<file path="config.mk">
export PLATFORM = sky130hd
export DESIGN_NAME = add_arbiter
export DESIGN_NICKNAME = d
export VERILOG_FILES = /design/src/rtl/add_arbiter_pkg.sv /design/src/rtl/add_arbiter_rr_arb.sv /design/src/rtl/add_arbiter.sv
export SDC_FILE = /design/constraint.sdc
export NUM_CORES = 1
export LEC_CHECK = 0
export BUFFER_PORTS_ARGS = -buffer_cell sky130_fd_sc_hd__clkbuf_2
export CORE_UTILIZATION = 50
export DETAILED_ROUTE_END_ITERATION = 8
export HOLD_SLACK_MARGIN = 0.03
export PLACE_DENSITY = 0.82
export SKIP_LAST_GASP = 1
export SLEW_MARGIN = 20
export SYNTH_ARGS = -nofsm -noshare
export SYNTH_HDL_FRONTEND = slang
export SYNTH_SLANG_ARGS = --single-unit
</file>
<file path="constraint.sdc">
create_clock -name clk -period 5 [get_ports clk]
set_input_delay 1.25 -clock clk [delete_from_list [all_inputs] [get_ports clk]]
set_output_delay 1.25 -clock clk [all_outputs]
set_load 0.05 [all_outputs]
</file>
<file path="src/rtl/add_arbiter_pkg.sv">
// Shared types and widths for the shared-adder arbiter: operand/result widths,
// the s1 payload record and the sign-extending add.
package add_arbiter_pkg;

  localparam int OPW     = 31;
  localparam int RW      = OPW + 1;
  localparam int IDMAX_W = 8;

  typedef struct packed {
    logic [OPW-1:0]     a;
    logic [OPW-1:0]     b;
    logic [IDMAX_W-1:0] id;
  } s1_pld_t;

  function automatic logic [RW-1:0] sext_add(input logic [OPW-1:0] a,
                                             input logic [OPW-1:0] b);
    return {a[OPW-1], a} + {b[OPW-1], b};
  endfunction

endpackage

</file>
<file path="src/rtl/add_arbiter_rr_arb.sv">
// N-wide round-robin arbiter: combinational one-hot grant, search starts after
// the last granted index; ptr advances only when a grant is issued.
module rr_arb #(
  parameter int N = 4
) (
  input  logic         clk,
  input  logic         reset_n,
  input  logic         en_i,
  input  logic [N-1:0] req_i,
  output logic [N-1:0] gnt_o
);

  localparam int PW = (N > 1) ? $clog2(N) : 1;

  logic [PW-1:0] ptr_q, ptr_d;
  logic [PW-1:0] idx;
  logic          found;

  always_comb begin
    gnt_o = '0;
    ptr_d = ptr_q;
    found = 1'b0;
    idx   = '0;
    if (en_i) begin
      for (int k = 1; k <= N; k++) begin
        idx = PW'((int'(ptr_q) + k) % N);
        if (!found && req_i[idx]) begin
          gnt_o[idx] = 1'b1;
          ptr_d      = idx;
          found      = 1'b1;
        end
      end
    end
  end

  // Reset to N-1 so requester 0 is first in the search order.
  always_ff @(posedge clk or negedge reset_n) begin
    if (!reset_n) ptr_q <= PW'(N - 1);
    else          ptr_q <= ptr_d;
  end

endmodule

</file>
<file path="src/rtl/add_arbiter.sv">
// One registered signed adder shared by N requesters; grant to rsp_valid is 2 cycles.
// Backpressure: s2 holds under rsp_ready=0, s1 holds when full, and gnt drops to 0.
module add_arbiter
  import add_arbiter_pkg::*;
#(
  parameter int N     = 4,
  parameter int ID_W  = 2,
  parameter int CNT_W = 16
) (
  input  logic             clk,
  input  logic             reset_n,
  input  logic [N-1:0]     req,
  input  logic [N*OPW-1:0] req_a,
  input  logic [N*OPW-1:0] req_b,
  output logic [N-1:0]     gnt,
  output logic             rsp_valid,
  input  logic             rsp_ready,
  output logic [RW-1:0]    rsp_sum,
  output logic [ID_W-1:0]  rsp_id,
  output logic [CNT_W-1:0] done_cnt
);

  logic             s1_vld_q, s1_vld_d;
  s1_pld_t          s1_q, s1_d;
  s1_pld_t          sel_pld;
  logic             rsp_vld_q, rsp_vld_d;
  logic [RW-1:0]    sum_q, sum_d;
  logic [ID_W-1:0]  id_q, id_d;
  logic [CNT_W-1:0] cnt_q, cnt_d;
  logic             s2_load;
  logic             s1_accept;

  assign s2_load   = s1_vld_q & (~rsp_vld_q | rsp_ready);
  assign s1_accept = ~s1_vld_q | s2_load;

  // Gating with reset_n keeps gnt low for the whole reset assertion.
  rr_arb #(.N(N)) u_arb (
    .clk     (clk),
    .reset_n (reset_n),
    .en_i    (s1_accept & reset_n),
    .req_i   (req),
    .gnt_o   (gnt)
  );

  always_comb begin
    sel_pld = '0;
    for (int i = 0; i < N; i++) begin
      if (gnt[i]) begin
        sel_pld.a  = req_a[OPW*i +: OPW];
        sel_pld.b  = req_b[OPW*i +: OPW];
        sel_pld.id = IDMAX_W'(i);
      end
    end
  end

  always_comb begin
    s1_vld_d  = s1_vld_q;
    s1_d      = s1_q;
    rsp_vld_d = rsp_vld_q;
    sum_d     = sum_q;
    id_d      = id_q;
    if (s1_accept) begin
      s1_vld_d = |gnt;
      s1_d     = sel_pld;
    end
    if (s2_load) begin
      rsp_vld_d = 1'b1;
      sum_d     = sext_add(s1_q.a, s1_q.b);
      id_d      = s1_q.id[ID_W-1:0];
    end else if (rsp_ready) begin
      rsp_vld_d = 1'b0;
    end
    cnt_d = cnt_q + CNT_W'(rsp_vld_q & rsp_ready);
  end

  always_ff @(posedge clk or negedge reset_n) begin
    if (!reset_n) begin
      s1_vld_q  <= 1'b0;
      s1_q      <= '0;
      rsp_vld_q <= 1'b0;
      sum_q     <= '0;
      id_q      <= '0;
      cnt_q     <= '0;
    end else begin
      s1_vld_q  <= s1_vld_d;
      s1_q      <= s1_d;
      rsp_vld_q <= rsp_vld_d;
      sum_q     <= sum_d;
      id_q      <= id_d;
      cnt_q     <= cnt_d;
    end
  end

  assign rsp_valid = rsp_vld_q;
  assign rsp_sum   = sum_q;
  assign rsp_id    = id_q;
  assign done_cnt  = cnt_q;

endmodule

</file>
# == After elaboration in Yosys (flattened, before gate mapping) ==
# Cells that the tools add are included.
# totals
output_inout_bits,55
in_bits,255
register_bits,118
word_cells,87
# op_classes
add_sub_neg,6
muxes,40
bitwise,10
order_cmp,8
n_reduce_logical,14
# op_table
cell,n
$mux W70,4
$add A31 B31 Y32,1
$mux W4,8
$add A16 B1 Y16,1
$mux W1,16
$lt A2 B3 Y1 const B,4
$or A4 B4 Y4,3
$bmux W1 S2,4
$demux W1 S2,4
$ge A2 B1 Y1 const B,4
$mux W2,4
$logic_and A1 B1 Y1,7
$add A2 B1 Y2 const B,2
$add A2 B2 Y2 const B,2
$reduce_bool A4 Y1,1
$reduce_or A4 Y1,1
$and A1 B1 Y1,3
$logic_not A1 Y1,3
$not A1 Y1,2
$or A1 B1 Y1,2
$reduce_and A2 Y1,1
$reduce_bool A2 Y1,1

# == Longest topological paths before layout ==
# Gate-level depths: netlist (run 1).
# depth
ltp_word,22
ltp_mapped,14
ltp_nobuf,12

# == Modules after synthesis ==
# Synthesis (run 1) repeated with hierarchy kept, for this count alone.
# unflattened
hier_cells,891
hier_area_um2,7718.7
# modules_own_cells
module,cells_each,n_inst,area_per_inst_um2,seq_area_each_um2
add_arbiter,831,1,7193.1,2902.8
rr_arb,60,1,525.5,52.6

# == Least setup slack after synthesis (run 1) ==
# Ideal clock, no wire load.
# synth_timing
path_type,input to output
from,in req[3]
to,out gnt[2]
slack_ns,0.692
required_time_ns,3.750
path_buffers,4
t_arrival_ns,3.058
cell_stages,10
cell_sequence,or3b_1 a211o_1 o21ai_4 a22oi_1 o21ai_2 and2_1 buf_6 buf_8 buf_6 buf_6
# synth_via
elab_chain_cells,16
word_cells_on_any_way,31
classes_between,mux: 22; bitwise: 3; reduce/logical: 6
# synth_lines
element,line,rtl
from (decl),add_arbiter.sv:12,"input logic [N-1:0] req,"
$bmux W1 S2,add_arbiter_rr_arb.sv:27,if (!found && req_i[idx]) begin
$mux W1 (implied by the code),add_arbiter_rr_arb.sv:27,
$mux W1,add_arbiter_rr_arb.sv:27,
$mux W1,add_arbiter_rr_arb.sv:24,if (en_i) begin
$logic_not A1 Y1,add_arbiter_rr_arb.sv:27,
$logic_and A1 B1 Y1,add_arbiter_rr_arb.sv:27,
$mux W1,add_arbiter_rr_arb.sv:27,
$mux W1,add_arbiter_rr_arb.sv:24,
$logic_not A1 Y1,add_arbiter_rr_arb.sv:27,
$logic_and A1 B1 Y1,add_arbiter_rr_arb.sv:27,
$mux W1,add_arbiter_rr_arb.sv:27,
$mux W1,add_arbiter_rr_arb.sv:24,
$logic_not A1 Y1,add_arbiter_rr_arb.sv:27,
$logic_and A1 B1 Y1,add_arbiter_rr_arb.sv:27,
$mux W4 (*),add_arbiter_rr_arb.sv:27,
$mux W4 (*),add_arbiter_rr_arb.sv:24,
to (decl),add_arbiter.sv:15,"output logic [N-1:0] gnt,"
# Mark *: on every way between the ends. The rest lies on a longest branch, timed or not. The select of a mux whose other input is x is not followed.

# == Worst setup path in the final report (run 1) ==
# layout_timing
from,reg u_arb.ptr_q[0]
to,out gnt[1]
# layout_via
elab_chain_cells,17
word_cells_on_any_way,55
classes_between,add/sub: 4; order compare: 8; mux: 30; bitwise: 3; reduce/logical: 10
# layout_lines
element,line,rtl
from (decl),add_arbiter_rr_arb.sv:15,"logic [PW-1:0] ptr_q, ptr_d;"
from (signal assigned),add_arbiter_rr_arb.sv:38,if (!reset_n) ptr_q <= PW'(N - 1);
from (signal assigned),add_arbiter_rr_arb.sv:39,else ptr_q <= ptr_d;
branches (longest 15 deep; another with $lt A2 B3 Y1),n/a,
$mux W4 (*),add_arbiter_rr_arb.sv:27,
$mux W4 (*),add_arbiter_rr_arb.sv:24,
# Mark *: on every way between the ends. The select of a mux whose other input is x is not followed.

==> results of run 1 <==
-- power breakdown --
group	switching, mW	total [mW]	leakage [nW]	internal [mW]
clock network	0.465	1.32	0.299	0.851
registers	0.318	1.67	1.52	1.35
logic	2.58	4.19	3.22	1.61
total	3.37	7.18	5.04	3.81
-- worst min path at each step --
stage	endpoint	startpoint	depth (start not counted)	slack (ns)
2_1_floorplan	rsp_valid$_DFFE_PN0P_	s1_vld_q$_DFFE_PN0N_	2	0.45
3_3_place_gp	rsp_sum[9]$_DFFE_PN0P_	rsp_sum[9]$_DFFE_PN0P_	2	0.46
3_5_place_dp	done_cnt[15]$_DFF_PN0_	done_cnt[15]$_DFF_PN0_	1	0.47
4_1_cts	done_cnt[15]$_DFF_PN0_	done_cnt[15]$_DFF_PN0_	1	0.48
5_1_grt	done_cnt[15]$_DFF_PN0_	done_cnt[15]$_DFF_PN0_	1	0.49
6_report	rsp_sum[15]$_DFFE_PN0P_	rsp_sum[15]$_DFFE_PN0P_	2	0.48
-- critical path, cell delays in order, from the launching register on --
cell and delay (ns):
dfstp_2 0.76, inv_1 0.19, ha_1 0.40, mux4_2 0.33
nor2b_4 0.17, a22oi_1 0.15, nor2_1 0.09, a221oi_4 0.29
nor2_1 0.12, clkbuf_2 0.26
-- sequential cells by signal (all words and copies together) (netlist names) --
signal and count:
s1_vld_q 1, rsp_id 2, done_cnt 16, s1_q 64
rsp_sum 32, u_arb.ptr_q 2, rsp_valid 1
-- layer usage --
metal  up-vias  GRT usage (%)  wire length (um)
met4         0          11.41               658
met3        48          7.496              1983
met2       349          48.32             11580
met5         -              0                 0
met1      3629          43.59             10950
li1       3577              -                 -
-- cells in the final DEF, fill, tap and decap left out, types with 4 or more instances in the layout --
cell type and instances:
clkbuf_2 307, o21a_1 5, xnor2_1 26, xor2_1 13, nor2_1 106, o22ai_1 18
a221oi_1 10, nor3_1 5, and3_1 5, nand2_1 66, buf_4 11, nand2_2 4
mux2_2 4, inv_1 9, clkbuf_16 17, nand2b_1 5, clkinvlp_4 4, o31ai_1 4
a21oi_1 36, a211oi_1 4, nand3_1 11, bufinv_16 4, o21ai_0 40, dfrtp_1 116
nand4_1 9, a21o_1 18, a21oi_2 8, a221o_1 48, a221oi_2 53, ha_1 41
-- final cells by class --
class / count / area, um^2 / area share, %
Inverter: 10 / 37.54 / 0.3707
Clock buffer: 18 / 439.2 / 4.337
Tap cell: 211 / 264.0 / 2.607
Sequential cell: 118 / 2955 / 29.19
Timing Repair Buffer: 321 / 1679 / 16.58
Clock inverter: 14 / 198.9 / 1.965
Multi-Input combinational cell: 603 / 4552 / 44.95
-- stage by stage --
step	worst slack, ns	cell area, um^2	power, mW
2_1_floorplan	0.6924	7836	4.806
3_3_place_gp	0.7071	9468	5.708
3_5_place_dp	0.6448	9468	5.799
4_1_cts	0.5893	10110	7.151
5_1_grt	0.4634	10130	7.621
6_report	0.5859	10130	7.177
-- cell families (layout without fill, tap and decap cells) --
kind of cell	Yosys count	count (layout)	share of synthesized area, %
AO/OA/AOI/OAI	273	273	31.04
AND/OR/NAND/NOR	239	239	13.91
flip-flops	118	118	37.71
buffers and inverters	61	363	4.359
adder cells (fa/ha/maj)	42	42	6.802
XOR/XNOR	39	39	4.359
multiplexers	10	10	1.820
==> impl_results.md, run 1 <==
- Status: completed
- Post-synth top area share: 37.04%
- Worst Setup EP: gnt[1]
- Worst r2r dst: s1_q[65]$_DFFE_PN0N_
- Post-route ant nets: 0
- Synth cell types: between 70 and 80
- Count of final hold-check violations: 0
- TritonCTS buffer count: 17
- Ant. Diodes: 0
- Top-count cell post-synth: dfrtp_1
- DIE WIDTH: around 130 um
- Clk pin slew, worst setup/hold paths: 0.06 ns
- WP data required: 3.75 ns
- PD cells: about 710 nW/um^2
- Fmax: about 230 MHz
- WP data arrival: 3.16 ns
- Worst Reg-to-Reg Cells: 11
- CTS tree: done
- I/O pin count: 310
- DRT iter0 DRCs: ~530
- WL/cell: ~19 um
- Leak: approximately 5.0 nW
- Non-Filler Instances: about 1300
- Hold Crit Class: flop to flop
- Die ar.: 16180 um^2
- Post_cts resized: 0
- Worst VDD drop: 0.5648 mV
- DR vias: between 7000 and 8000
- Synth Net Count: around 1100
- Post-CTS Hold Buffers: 0
- Area of the mapped netlist: between 7000 and 8000 um^2
- Residual DRC count: 0
- DP HPWL: between 15000 and 20000 um
- Final slew viol count: 0
- Worst skew pair latency: approximately 0.42 ns
- Leading area contributor after synthesis: dfrtp_1
- GRT Util Overall: a little under a third
- Hold_ws: about 0.48 ns
- Sink Count: 118
- Initial core utilization: 51.36%
- Setup Fix Bufs, Post-CTS: 0
- TNS Setup: 0 ns
- Max cap viols: 0
- Crit path max fanout: 15
- Cells after synthesis: 782
- Worst setup SP type: flop
- Vias per cell: ~6
- Worst setup path start: u_arb.ptr_q[0]$_DFFE_PN1P_
- H-tree Lvls: 4
- Minimum clock period: 4.414 ns
- Initial antenna violation count: 0
- Average size of a mapped cell: roughly 10 um^2
- Clock root buffer: clkbuf_16
- Inst Count DP: 1262
- Chip height: around 130 um
- Post-synth top cells: dfrtp_1, nor2_1, nand2_1
- Row count: 45
- Global-route wire length before repair: 39130 um
- Wirelength, routed: roughly 25000 um
- Number of global-route vias before repair: approximately 7200
- Reg-to-Reg Start: u_arb.ptr_q[0]$_DFFE_PN1P_
- Post-synthesis async set-or-reset flop share: 100.0%
- Ratio of cells with drive above 1 in the final layout: roughly two fifths
- Largest cells by area after synthesis: dfrtp_1, a221oi_2, ha_1
- CTS Buffer Depth: 2
- RD Place Congestion: around 0.9
- Net total in the final layout: roughly 1400
- Sequential share of the synthesized area: roughly 38%
- Fill cell count: 1241
- Setup violators final: 0
- Tcrit/Tclk final: slightly below 90%
- Reg-to-reg setup timing slack: between 0.9 and 1 ns
- CP endpoint kind: primary output
- Top FF cell, synth: dfrtp_1
- Port Buf Inserts: ~310
- Number of flops mapped to enable cells by yosys: 0
- Util after Layout: 66.36%
- Synthesis Warnings: 0
- Pin count of the biggest net entering global routing: 66
- Overflow left after global routing: 0
- DR pass1 iterations: 5
- Type of the worst setup path: flop to primary output
- Unrepaired setup endpoints after global routing: no
- Rel. slew slack: 39.92%
- Area Overhead vs Synth: 29.22%
- Register bit total from synthesis: between 100 and 150
- Total core area: approximately 15000 um^2
- Worst Skew: 0.01077 ns
- Worst slew pin tran: 0.8983 ns
Power figures use the tool's default switching activity.
==> run 2: changes to the inputs <==
- SYNTH_HIERARCHICAL: unset -> 1
==> run 2 against run 1 <==
Compared with the run above:
- non-clock buffer count stayed put
- largest power group unchanged
- wire length down 7.2%
- combinational power is 21% higher
- global-route usage down 1.4 points
- highest routed layer is now met5
- clock skew shrank 0.0039 ns
- sequential power rose by 5%
- register-to-register slack worse by 0.12 ns
- power up 13%
==> impl_results.md, run 2 <==
- Synth cell types: 66
- Top FF cell, synth: dfrtp_1
- Gate power share: between 60% and 70%
- Initial core utilization: between 50% and 60%
- Final slew viol count: 0
- Die ar.: between 15000 and 20000 um^2
- Worst Setup EP: gnt[3]
- Reg-to-Reg Start: u_arb/ptr_q[0]$_DFFE_PN1P_
- Non-Filler Instances: 1362
- Global-route wire length before repair: around 38000 um
- GRT Util Overall: ~30%
- Minimum clock period: ~4.6 ns
- Area Overhead vs Synth: 29.86%
- Residual DRC count: 0
- Largest register FFs: 64
- Worst slack at placement: 0.6020 ns
- PD cells: 809.8 nW/um^2
- Setup violators final: 0
- Total power: 8.117 mW
- Chip height: roughly 130 um
- Biggest register: s1_q
- P_sw: roughly 4 mW
- Average size of a mapped cell: approximately 8.7 um^2
- Number of flops mapped to enable cells by yosys: 0
- Post-synthesis async set-or-reset flop share: 100.0%
- Hold_ws: 0.4756 ns
- Wirelength, routed: between 20000 and 25000 um
- I/O pin count: between 300 and 400
- DIE WIDTH: roughly 130 um
- Synthesis Warnings: 6
- Fin area: approximately 10000 um^2
- Worst VDD drop: 0.7716 mV
- Reg-to-reg setup timing slack: between 0.8 and 0.9 ns
- Internal power: just over 4 mW
- Fmax: between 200 and 250 MHz
- Placed instance area: between 9000 and 10000 um^2
- Rel. slew slack: 45.64%
- Worst Reg-to-Reg Cells: 10
- Net total in the final layout: roughly 1500
- CP endpoint kind: primary output
- Overflow left after global routing: 0
- WP data arrival: approximately 3.4 ns
- Util after Layout: between 60% and 70%
- Crit path max fanout: 32
- Clk pin slew, worst setup/hold paths: around 0.05 ns
- Sequential share of the synthesized area: a little under two fifths
- Leak: just under 5 nW
- Worst skew pair latency: about 0.41 ns
- Synth Net Count: ~1200
- Leading area contributor after synthesis: dfrtp_1
- Vias per cell: a little under 6
- Max cap viols: 0
- CTS tree: done
- H-tree Lvls: 4
- Worst r2r dst: s1_q[41]$_DFFE_PN0N_
- Largest cells by area after synthesis: dfrtp_1, a221oi_1, nor2_1
- DR pass1 iterations: 7
- DRT iter0 DRCs: between 500 and 600
- Pin count of the biggest net entering global routing: 99
- Post_cts resized: 0
- Post-synth top area share: between 30% and 40%
- CP max stage delay: ~0.70 ns
- Post-route ant nets: 0
- Sequential share of power: between 20% and 30%
- Tcrit/Tclk final: around 90%
- Initial antenna violation count: 1
- Register bit total from synthesis: around 120
- Row count: 45
- Unrepaired setup endpoints after global routing: no
- Inst Count DP: 1331
- Ant. Diodes: 0
- Worst setup path start: u_arb/ptr_q[0]$_DFFE_PN1P_
- Post-synth top cells: nor2_1, dfrtp_1, a21oi_1
- RD Place Congestion: 0.8687
- Fill cell count: roughly 1300
- TNS Setup: 0 ns
- Port Buf Inserts: 309
- Commonest non-fill, non-tap cell in the layout: clkbuf_2
- Ratio of cells with drive above 1 in the final layout: 32.45%
- Final worst setup slack: 0.3704 ns
- Top-count cell post-synth: nor2_1
- Type of the worst setup path: flop to primary output
- Status: completed
- WL/cell: 17.14 um
- Clock Power Share: between 15 and 20%
- Area of the mapped netlist: a little under 8000 um^2
- Total core area: between 15000 and 20000 um^2
- Cells after synthesis: around 890
- DP HPWL: ~18000 um
- Switching Fraction: about half
- Post-CTS Hold Buffers: 0
- Worst slew pin tran: between 0.8 and 0.9 ns
- Count of final hold-check violations: 0
- Worst setup SP type: flop
- Setup Fix Bufs, Post-CTS: 0
- Number of global-route vias before repair: approximately 7400
- CTS Buffer Depth: 2
- Worst path slowest cell: dfstp_2
- Clock root buffer: clkbuf_16
- Most frequent cells in the layout: clkbuf_2, nor2_1, dfrtp_1
- DR vias: just under 8000
- Crit path cell chain: inv_1 > ha_1 > o21ai_0 > a221oi_1 > o2bb2ai_4 > clkbuf_2
- Sink Count: roughly 120
- Worst Skew: around 0.0069 ns
- TritonCTS buffer count: 17
- Hold Crit Class: flop to flop
- WP data required: roughly 3.8 ns
[run 2: cell types whose count changed in the layout (fill, tap and decap cells not counted), sizes merged, moves of 4 or more]
cell | before | now
a21oi | 44 | 93
a221o | 48 | 1
a22oi | 6 | 61
a31oi | 3 | 12
nand2 | 70 | 57
nand3 | 11 | 17
nand4 | 9 | 13
nor2 | 108 | 145
o21a | 5 | 1
o22ai | 18 | 1
o2bb2ai | 0 | 4
xnor2 | 26 | 31
[run 2: worst min-delay path by stage]
stage                     slack, ns                    start  depth (start not counted)                      end
after floorplan                0.46     s1_vld_q$_DFFE_PN0N_                          1    rsp_valid$_DFFE_PN0P_
after CTS                      0.48  rsp_sum[26]$_DFFE_PN0P_                          2  rsp_sum[26]$_DFFE_PN0P_
after detailed placement       0.47   done_cnt[15]$_DFF_PN0_                          1   done_cnt[15]$_DFF_PN0_
after global placement         0.46   done_cnt[15]$_DFF_PN0_                          1   done_cnt[15]$_DFF_PN0_
final                          0.48  rsp_sum[26]$_DFFE_PN0P_                          2  rsp_sum[26]$_DFFE_PN0P_
after global routing           0.50  rsp_sum[26]$_DFFE_PN0P_                          2  rsp_sum[26]$_DFFE_PN0P_
[run 2: power groups by stage]
stage / sequential, mW / combinational [mW] / clock [mW]
6_report: 1.76 / 5.05 / 1.31
5_1_grt: 1.80 / 5.59 / 1.37
4_1_cts: 1.75 / 5.04 / 1.32
3_5_place_dp: 1.76 / 4.99 / 0
3_3_place_gp: 1.75 / 4.89 / 0
2_1_floorplan: 2.20 / 3.31 / 0
[run 2: logic make-up after synthesis]
logic type	count (synthesis)	share of synthesized area (%)
simple gates	273	15.71
xor+xnor	43	4.879
flops	118	38.29
compound gates	326	28.77
fa+ha+maj	43	7.051
buf+inv	79	4.053
mux	9	1.248
[run 2: worst max-delay path, delay by kind of cell (launching register included)]
kind / cells / cell delay, ns
AO/OA/AOI/OAI: 3 / 1.23
flip-flops: 1 / 0.70
buffers and inverters: 2 / 0.63
adder cells (fa/ha/maj): 1 / 0.40
[run 2: metal layers]
layer | GRT usage [%] | wire length [um] | vias up
li1 | - | - | 3869
met1 | 40.43 | 10310 | 3737
met2 | 48.46 | 11170 | 294
met3 | 6.287 | 1360 | 40
met4 | 10.49 | 493 | 2
met5 | 0 | 13 | -
[run 2: cell type report]
cell class | instances | area, um^2 | area share, %
multi-input cells | 694 | 4504 | 44.94
flip-flops and latches | 118 | 2955 | 29.48
repair buffers | 321 | 1652 | 16.48
clock buffers | 20 | 466.7 | 4.656
well taps | 188 | 235.2 | 2.347
clock inverters | 11 | 172.7 | 1.723
inverters | 10 | 37.54 | 0.3745
==> run 3: changes to the inputs <==
- ABC_CLOCK_PERIOD_IN_PS: unset -> 5000
- CORE_MARGIN: unset -> 2
- CTS_CLUSTER_SIZE: unset -> 10
==> run 3 against run 2 <==
Compared with the run above:
- sequential share of layout area rose by 0.052 points
- utilization is 0.12 points lower
- global-route usage is 1.3 points lower
- clock-buffer cell count increased by 3
- highest routed layer is now met4
- flip-flop and latch count is the same
- combinational power about the same
- register-to-register slack better by 0.38 ns
- final cell count did not move
- die area rose by 3.2%
- setup slack better by 0.24 ns
- first-iteration DRC count increased by 1.5%
==> impl_results.md, run 3 (same netlist as run 2, synthesis figures left out) <==
- Status: completed
- Worst hold stages: 1
- Worst path top cell family by delay: compound AO/OA/AOI/OAI gates
- Worst VDD drop: about 1.2 mV
- Worst slack at placement: 0.7614 ns
- Crit path cell chain: inv_1 > ha_1 > o21ai_0 > a221oi_1 > o2bb2ai_4 > clkbuf_2
- Biggest register: s1_q
- Util after Layout: ~66%
- Ratio of cells with drive above 1 in the final layout: between 30% and 40%
- Leak: 4.956 nW
- I/O pin count: between 300 and 400
- Count of final hold-check violations: 0
- Port Buf Inserts: approximately 300
- Type of the worst setup path: flop to primary output
- DRT iter0 DRCs: about 550
- CTS tree: done
- Reg-to-reg setup timing slack: roughly 1.3 ns
- Worst path slowest cell: dfstp_2
- Worst slew pin tran: 0.8928 ns
- Ant. Diodes: 0
- Most frequent cells in the layout: clkbuf_2, nor2_1, dfrtp_1
- Net total in the final layout: roughly 1500
- TritonCTS buffer count: 17
- Max cap viols: 0
- RD Place Congestion: about 0.9
- Number of global-route vias before repair: 7326
- Row count: 45
- DR vias: approximately 8000
- Buf/Inv on CP: 2
- Hold Crit Class: flop to flop
- Rel. slew slack: between 40% and 50%
- Final slew viol count: 0
- HP Start: done_cnt[15]$_DFF_PN0_
- Total core area: 15150 um^2
- WP data required: 3.75 ns
- CP endpoint kind: primary output
- Final worst setup slack: roughly 0.6 ns
- Die ar.: about 16000 um^2
- H-tree Lvls: 4
- Worst Reg-to-Reg Cells: 11
- Unrepaired setup endpoints after global routing: no
- Reg-to-Reg Start: u_arb/ptr_q[0]$_DFFE_PN1P_
- Chip height: about 130 um
- Vias per cell: between 5 and 6
- Sink Count: approximately 120
- Crit path max fanout: 15
- Worst Skew: around 0.0051 ns
- PD cells: a little over 800 nW/um^2
- DP HPWL: approximately 18000 um
- WP data arrival: ~3.1 ns
- CTS Buffer Depth: 2
- Hold EP: done_cnt[15]$_DFF_PN0_
- Initial antenna violation count: 0
- Worst skew pair latency: 0.42 ns
- GRT Util Overall: 28.89%
- Minimum clock period: 4.392 ns
- Wirelength, routed: ~24000 um
- Clk pin slew, worst setup/hold paths: approximately 0.050 ns
- Initial core utilization: between 50% and 60%
- Residual DRC count: 0
- TNS Setup: 0 ns
- Fmax: approximately 230 MHz
- Commonest non-fill, non-tap cell in the layout: clkbuf_2
- Worst setup SP type: flop
- Post-route ant nets: 0
- Total power: 8.083 mW
- Largest register FFs: 64
- Clock root buffer: clkbuf_16
- Fill cell count: 1310
- Tcrit/Tclk final: between 80% and 90%
- Post_cts resized: 0
- CP max stage delay: about 0.71 ns
- Pin count of the biggest net entering global routing: approximately 130
- Post-CTS Hold Buffers: 0
- Overflow left after global routing: 0
- Worst r2r dst: s1_q[60]$_DFFE_PN0N_
- DR pass1 iterations: 5
- Global-route wire length before repair: approximately 37000 um
- WL/cell: around 17 um
- Setup violators final: 0
- Area Overhead vs Synth: 29.63%
- DIE WIDTH: about 130 um
- Setup Fix Bufs, Post-CTS: 0
-- run 3: cell types whose count changed in the layout (fill, tap and decap cells not counted) --
| cell | delta |
|---|---|
| inv_6 | -1 |
| buf_4 | -2 |
| clkinv_4 | -1 |
| clkbuf_1 | +3 |
| buf_6 | +1 |
| clkinvlp_4 | -3 |
| clkinv_2 | +3 |
-- run 3: worst reg2reg max path, delay by kind of cell, from the launching register on --
family / cells / cell delay [ns]
adder cells (fa/ha/maj): 1 / 0.40
AND/OR/NAND/NOR: 1 / 0.36
AO/OA/AOI/OAI: 6 / 1.36
flip-flops: 1 / 0.71
buffers and inverters: 3 / 0.83
-- run 3: per-layer routing --
layer	up-vias	wire length [um]	global-route usage, %
li1	3865	-	-
met1	3747	10250	39.54
met2	344	11240	46.37
met3	33	1735	6.386
met4	0	377	7.822
met5	-	0	0
-- run 3: worst max-delay path by stage --
stage                                           from                   end  slack [ns]  depth (start not counted)
after detailed placement                      req[2]                gnt[1]        0.76                          7
after floorplan                            rsp_ready  s1_q[10]$_DFFE_PN0N_        0.76                          9
after global placement                        req[2]                gnt[1]        0.80                          7
after CTS                 u_arb/ptr_q[0]$_DFFE_PN1P_                gnt[2]        0.64                          6
final                     u_arb/ptr_q[0]$_DFFE_PN1P_                gnt[2]        0.61                          6
after global routing      u_arb/ptr_q[0]$_DFFE_PN1P_                gnt[1]        0.37                          6
-- run 3: layout make-up --
class,instances,area (um^2),area share (%)
repair buffers,320,1648,16.47
clock inverters,9,147.6,1.476
multi-input cells,694,4504,45.02
flip-flops and latches,118,2955,29.54
well taps,188,235.2,2.351
clock buffers,23,478.0,4.777
inverters,10,37.54,0.3751
-- run 3: report_power, final --
group	switching (mW)	total (mW)	internal [mW]	leakage, nW
clock	0.427	1.30	0.869	0.307
sequential	0.322	1.75	1.43	1.48
combinational	3.23	5.04	1.81	3.17
-- run 3: through the flow --
stage / area (um^2) / hold slack (ns) / std cells
floorplan: 7719 / 0.4572 / 891
global placement: 9376 / 0.4607 / 1330
detailed placement: 9376 / 0.4622 / 1330
CTS: 10000 / 0.4734 / 1362
global route: 10010 / 0.4967 / 1362
finish: 10010 / 0.4676 / 1362
